## src/rtl/pipe_mem_wb_stage.sv

```systemverilog
// MEM/WB pipeline register with stall/flush control, register-file write port
// and saturating retire/load/store/I-O counters for board debug display.
module pipe_mem_wb_stage #(
    parameter int CNT_W  = 16,
    parameter int IO_BIT = 7
) (
    input  logic             clock,
    input  logic             reset,
    input  logic             mvalid,
    input  logic             mwreg,
    input  logic             mm2reg,
    input  logic             mwmem,
    input  logic [4:0]       mrn,
    input  logic [31:0]      maddr,
    input  logic [31:0]      mmo,
    input  logic             stall,
    input  logic             flush,
    input  logic             cnt_clr,
    output logic             wvalid,
    output logic             wwreg,
    output logic             wm2reg,
    output logic [4:0]       wrn,
    output logic [31:0]      walu,
    output logic [31:0]      wmo,
    output logic [31:0]      wdi,
    output logic             rf_we,
    output logic [31:0]      retired,
    output logic [CNT_W-1:0] loads,
    output logic [CNT_W-1:0] stores,
    output logic [CNT_W-1:0] io_acc
);

    logic             wvalid_q, wvalid_d;
    logic             wwreg_q, wwreg_d;
    logic             wm2reg_q, wm2reg_d;
    logic [4:0]       wrn_q, wrn_d;
    logic [31:0]      walu_q, walu_d;
    logic [31:0]      wmo_q, wmo_d;
    logic [31:0]      retired_q, retired_d;
    logic [CNT_W-1:0] loads_q, loads_d;
    logic [CNT_W-1:0] stores_q, stores_d;
    logic [CNT_W-1:0] io_acc_q, io_acc_d;
    logic             enter;
    logic             is_io;

    assign enter = mvalid & ~flush & ~stall;
    assign is_io = (mm2reg | mwmem) & maddr[IO_BIT];

    always_comb begin
        wvalid_d = wvalid_q;
        wwreg_d  = wwreg_q;
        wm2reg_d = wm2reg_q;
        wrn_d    = wrn_q;
        walu_d   = walu_q;
        wmo_d    = wmo_q;
        if (flush) begin
            wvalid_d = 1'b0;
            wwreg_d  = 1'b0;
            wm2reg_d = 1'b0;
            wrn_d    = 5'd0;
            walu_d   = maddr;
            wmo_d    = mmo;
        end else if (!stall) begin
            wvalid_d = mvalid;
            wwreg_d  = mwreg & mvalid;
            wm2reg_d = mm2reg & mvalid;
            wrn_d    = mrn;
            walu_d   = maddr;
            wmo_d    = mmo;
        end
    end

    // Counters stick at all-ones; clear beats a same-cycle increment
    always_comb begin
        retired_d = retired_q;
        loads_d   = loads_q;
        stores_d  = stores_q;
        io_acc_d  = io_acc_q;
        if (cnt_clr) begin
            retired_d = 32'd0;
            loads_d   = '0;
            stores_d  = '0;
            io_acc_d  = '0;
        end else if (enter) begin
            if (retired_q != '1)
                retired_d = retired_q + 32'd1;
            if (mm2reg && loads_q != '1)
                loads_d = loads_q + CNT_W'(1);
            if (mwmem && stores_q != '1)
                stores_d = stores_q + CNT_W'(1);
            if (is_io && io_acc_q != '1)
                io_acc_d = io_acc_q + CNT_W'(1);
        end
    end

    always_ff @(posedge clock or posedge reset) begin
        if (reset) begin
            wvalid_q  <= 1'b0;
            wwreg_q   <= 1'b0;
            wm2reg_q  <= 1'b0;
            wrn_q     <= 5'd0;
            walu_q    <= 32'd0;
            wmo_q     <= 32'd0;
            retired_q <= 32'd0;
            loads_q   <= '0;
            stores_q  <= '0;
            io_acc_q  <= '0;
        end else begin
            wvalid_q  <= wvalid_d;
            wwreg_q   <= wwreg_d;
            wm2reg_q  <= wm2reg_d;
            wrn_q     <= wrn_d;
            walu_q    <= walu_d;
            wmo_q     <= wmo_d;
            retired_q <= retired_d;
            loads_q   <= loads_d;
            stores_q  <= stores_d;
            io_acc_q  <= io_acc_d;
        end
    end

    assign wvalid  = wvalid_q;
    assign wwreg   = wwreg_q;
    assign wm2reg  = wm2reg_q;
    assign wrn     = wrn_q;
    assign walu    = walu_q;
    assign wmo     = wmo_q;
    assign wdi     = wm2reg_q ? wmo_q : walu_q;
    assign rf_we   = wvalid_q & wwreg_q & (wrn_q != 5'd0);
    assign retired = retired_q;
    assign loads   = loads_q;
    assign stores  = stores_q;
    assign io_acc  = io_acc_q;

endmodule

```

## config.mk

```make
export PLATFORM = sky130hd
export DESIGN_NAME = pipe_mem_wb_stage
export DESIGN_NICKNAME = d
export VERILOG_FILES = /design/src/rtl/pipe_mem_wb_stage.sv
export SDC_FILE = /design/constraint.sdc
export NUM_CORES = 1
export LEC_CHECK = 0
export ABC_AREA = 0
export CAP_MARGIN = 20
export CORE_MARGIN = 2
export CORE_UTILIZATION = 25
export CTS_CLUSTER_DIAMETER = 40
export DETAILED_ROUTE_END_ITERATION = 6
export HOLD_SLACK_MARGIN = 0.08
export PLACE_DENSITY_LB_ADDON = 0.08
export SLEW_MARGIN = 20
export SYNTH_ARGS = -nofsm -noshare
export SYNTH_HDL_FRONTEND = slang
export SYNTH_SLANG_ARGS = --single-unit
```

## constraint.sdc

```tcl
create_clock -name clock -period 10.65 [get_ports clock]
set_input_delay 1.065 -clock clock [delete_from_list [all_inputs] [get_ports clock]]
set_output_delay 1.065 -clock clock [all_outputs]
set_load 0.1 [all_outputs]
```

# Word-level counts from Yosys, hierarchy flattened
# Index checks and enable logic that the tools add are counted.
dict set report op_classes {
  mux 25
  bitwise_logic 10
  n_addsub 4
  eq_ne 5
  n_reduce_logical 13
}
# operator count
set ops {}
lappend ops {{$mux 32} 8}
lappend ops {{$mux 16} 9}
lappend ops {{$add 16x1->16 const B} 3}
lappend ops {{$ne 16x16->1 const B} 3}
lappend ops {{$add 32x1->32 const B} 1}
lappend ops {{$ne 32x32->1 const B} 1}
lappend ops {{$mux 5} 2}
lappend ops {{$reduce_bool 2->1} 5}
lappend ops {{$reduce_and 2->1} 4}
lappend ops {{$and 1x1->1} 7}
lappend ops {{$mux 1} 6}
lappend ops {{$reduce_bool 5->1} 1}
lappend ops {{$logic_and 1x1->1} 3}
lappend ops {{$ne 2x1->1 const B} 1}
lappend ops {{$not 1->1} 2}
lappend ops {{$or 1x1->1} 1}
dict set report totals {
  elab_cells 67
  in_bits 78
  reg_bits 152
  out_inout_bits 185
}

# Depth between registers and ports, before layout
dict set report logic_depth {
  word_depth 6
  depth_mapped 7
  depth_no_buf 6
}

# Worst setup path after synthesis
# Ideal clock, no wire load.
dict set report synth_timing {
  path_kind {register -> output}
  startpoint {register wm2reg_q, in the netlist wm2reg}
  endpoint {output port wdi[10]}
  path_slack_ns 7.459
  stages_incl_launch_ff 4
  arrival_ns 2.126
  required_time_ns 9.585
  n_path_buf 2
  path_cell_list {dfrtp_1 > clkbuf_1 > clkbuf_1 > mux2_2}
}
dict set report synth_via {
  elab_chain_len 1
}
# element line_no
set synth_rtl {}
lappend synth_rtl {{from (decl)} 35} ;# logic wm2reg_q, wm2reg_d;
lappend synth_rtl {{from (signal assigned)} 111} ;# wm2reg_q <= wm2reg_d;
lappend synth_rtl {{$mux 32} 128} ;# assign wdi = wm2reg_q ? wmo_q : walu_q;
lappend synth_rtl {{to (decl)} 25} ;# output logic [31:0] wdi,
# No other way between the ends.

# Final worst setup path
# Same ends and word-level chain as after synthesis.

==> run_results.csv <==
group,metric,value,unit
yosys,yosys_warnings,0,
timing,fin_setup_tns,0,ns
final_layout,nNetsFinal,1119,
clock_tree,clkLatencyLatePin,0.43,ns
yosys,yosys.area.top_type,"dfrtp_1",
grt,gr-total-overflow,0,
drt,ant_nets,0,
drt,detailroute.via_count,6597,
clock_tree,ctsLongestPathBuffers,2,
floorplan,die-area,31100,µm²
drt,wl_per_cell,17.3,µm
drt,wl,24.9,mm
yosys,synthDistinctLibCells,49,
timing,clock.fmax,0.251,GHz
timing,post-route-period-util,37.5,%
yosys,syn_area,7440,µm²
yosys,seq_area_frac_synth,51.2,%
timing,fin_skew,0.0182,ns
yosys,synth.most_common_cell,"nand2_1",
place,gp_congestion,0.747,
grt,grtUsageTotal,16.0,%
timing,rsz0062_at_grt,"no",
final_layout,drive_gt1_share,7.90,%
critical_path,crit_family,"buffers and inverters",
outcome,status,"completed",
clock_tree,cts_buffers,17,
floorplan,start_util,25.2,%
timing,worst_pin_slew,1.05,ns
grt,grt_max_degree,96,
yosys,async_reset_ff_share,100,%
clock_tree,holdBufCountCts,0,
clock_tree,cts.reportedPaths.clkPinSlew,0.07,ns
critical_path,worstPathCellList,"mux2_2, clkdlybuf4s50_1",
yosys,yosys-top-cells-count,"nand2_1, dfrtp_1, nor2_1, o21ai_0, mux2_2",
yosys,ys.flop_type,"dfrtp_1",
drt,drc,0,
drt,firstDrtPassIters,4,
final_layout,multiInputGateArea,3450,µm²
grt,grt_antenna_before_repair,0,
critical_path,cpMaxStageDelayCell,"clkdlybuf4s50_1",
clock_tree,root_buffer,"clkbuf_16",
floorplan,core_area,29500,µm²
critical_path,cp_data_arrival_time,2.93,ns
min_path,min_path_type,"reg -> reg",
floorplan,die_w,176,µm
grt,first_global_vias,6426,
floorplan,die_h,176,µm
timing,period_needed,3.99,ns
run,maxCapViolations,0,
place,portBuffers,262,
clock_tree,h-tree-depth,4,
drt,routed_via_density,4.58,
clock_tree,ctsResizeCount,0,
drt,wl_met2,12.2,mm
final_layout,regArea,3800,µm²
yosys,synth_seq_cells,152,
critical_path,path_buf_inv,1,
floorplan,fp-row-count,63,
yosys,synth-edff-count,0,
final_layout,layout.cells.non_filler,1440,
drt,m1WireLength,11.3,mm
critical_path,crit_type,"reg -> out",
critical_path,critPathCaptureType,"primary output",
drt,highest_layer,"met4",
critical_path,cp_max_fo,34,
yosys,syn_area_per_cell,9.39,µm²
timing,slew_violations,0,
critical_path,start_kind,"flip-flop",
drt,met3WireLength,1.15,mm
timing,slew_headroom,29.8,%
final_layout,fillers,3006,
floorplan,pin_count,263,
critical_path,slowest_delay,1.16,ns
yosys,synth_fp_nets,874,
yosys,netlist_top_cells_area,"dfrtp_1, nand2_1, mux2_2",
power_and_ir_drop,leakagePower,4.59,nW
place,dp_cells,1408,
grt,grt_first_pass_wirelength,38.5,mm
final_layout,num_antenna_cells,0,
clock_tree,cts_tree,"yes",
power_and_ir_drop,vdd_drop_max,0.0883,mV
yosys,yosysTopAreaCellShare,51.2,%
power_and_ir_drop,p_per_area,153,nW/µm²
clock_tree,postCtsSetupRepairBufs,0,
drt,drt-initial-drc-count,339,
yosys,synth_cells,792,
critical_path,cp.required,9.59,ns
timing,setup-violations-final,0,
final_layout,area_delta_synth_final,48.3,%
timing,hold_viol,0,
clock_tree,numClockSinks,152,
timing,fin_hold_ws,0.489,ns
place,hpwl,16.9,mm
-- state kept, by name, summed over array words and instances, names as in the netlist, 5 cells and up --
name,count
walu,32
retired,32
io_acc,16
stores,16
wrn,5
loads,16
wmo,32
-- placed cells by master, fill, tap and decap left out, drive strengths merged, types with 2 or more instances in the layout --
master | synthesis | routed
a2111oi | 4 | 4
a211oi | 2 | 2
a21oi | 12 | 12
a22o | 2 | 2
a31oi | 2 | 2
and3 | 15 | 15
and4 | 14 | 14
buf | 11 | 7
bufinv | 0 | 3
clkbuf | 31 | 20
clkdlybuf4s50 | 0 | 261
clkinvlp | 0 | 4
dfrtp | 152 | 152
ha | 4 | 4
inv | 4 | 8
mux2 | 32 | 32
mux2i | 8 | 8
nand2 | 219 | 219
nand2b | 3 | 3
nand3 | 31 | 31
nand4 | 23 | 23
nor2 | 58 | 58
nor3 | 13 | 13
nor3b | 2 | 2
nor4 | 13 | 13
o2111ai | 3 | 3
o211ai | 7 | 7
o21ai | 42 | 42
o31ai | 7 | 7
o41ai | 2 | 2
or3 | 6 | 6
or4 | 2 | 2
xnor2 | 30 | 30
xor2 | 29 | 29
-- worst min-delay path, cell delays in order (launching register included) --
cell and delay, ns:
dfrtp_1 0.36, nand2_1 0.05, nand2_1 0.05
-- through the flow --
step | worst slack [ns] | util, % | area (µm²) | power (mW)
2_1_floorplan | 5.49 | - | 7440 | 0.946
3_3_place_gp | 6.65 | 35.4 | 10400 | 1.07
3_5_place_dp | 6.64 | 35.4 | 10400 | 1.07
4_1_cts | 6.59 | 37.4 | 11000 | 1.72
5_1_grt | 6.54 | 37.4 | 11000 | 1.76
6_report | 6.66 | 37.4 | 11000 | 1.69
-- cells by family after synthesis --
| group | count (synthesis) | share of synthesized area, % |
|---|---|---|
| and+or+nand+nor | 406 | 25.7 |
| DFF | 152 | 51.2 |
| AOI/OAI and AO/OA | 85 | 7.02 |
| xor gates and xnor gates | 59 | 6.95 |
| buffers and inverters | 46 | 2.62 |
| muxes | 40 | 5.92 |
| adders and majority gates | 4 | 0.673 |
-- final timing paths --
kind,cells after the start,slack [ns],endpoint,from
min in group asynchronous,2,1.21,walu[22],reset
setup reg to reg,6,7.52,retired[7],retired[0]
hold reg to reg,2,0.49,wmo[20],wmo[20]
max in group asynchronous,3,8.05,walu[16],reset
hold / removal,2,0.49,wmo[20],wmo[20]
setup / recovery,2,6.66,wdi[10],wm2reg
-- final cells by class --
type / count / share of cell area, %
Timing Repair Buffer: 268 / 24.1
Multi-Input combinational cell: 594 / 31.3
Tap cell: 390 / 4.42
Clock inverter: 12 / 1.51
Clock buffer: 20 / 3.96
Sequential cell: 152 / 34.5
Inverter: 4 / 0.181
-- power breakdown --
group | leakage [nW] | internal, mW | switching (mW)
logic | 2.33 | 0.105 | 0.330
registers | 1.99 | 0.600 | 0.0222
clock network | 0.280 | 0.373 | 0.262
total | 4.59 | 1.08 | 0.615
-- layer usage --
metal / GRT usage, % / vias to the layer above
met2: 26.3 / 142
met4: 3.82 / 0
met1: 21.2 / 3226
met3: 3.79 / 17
met5: 0 / -
li1: - / 3212
(Power assumes the default switching activity.)
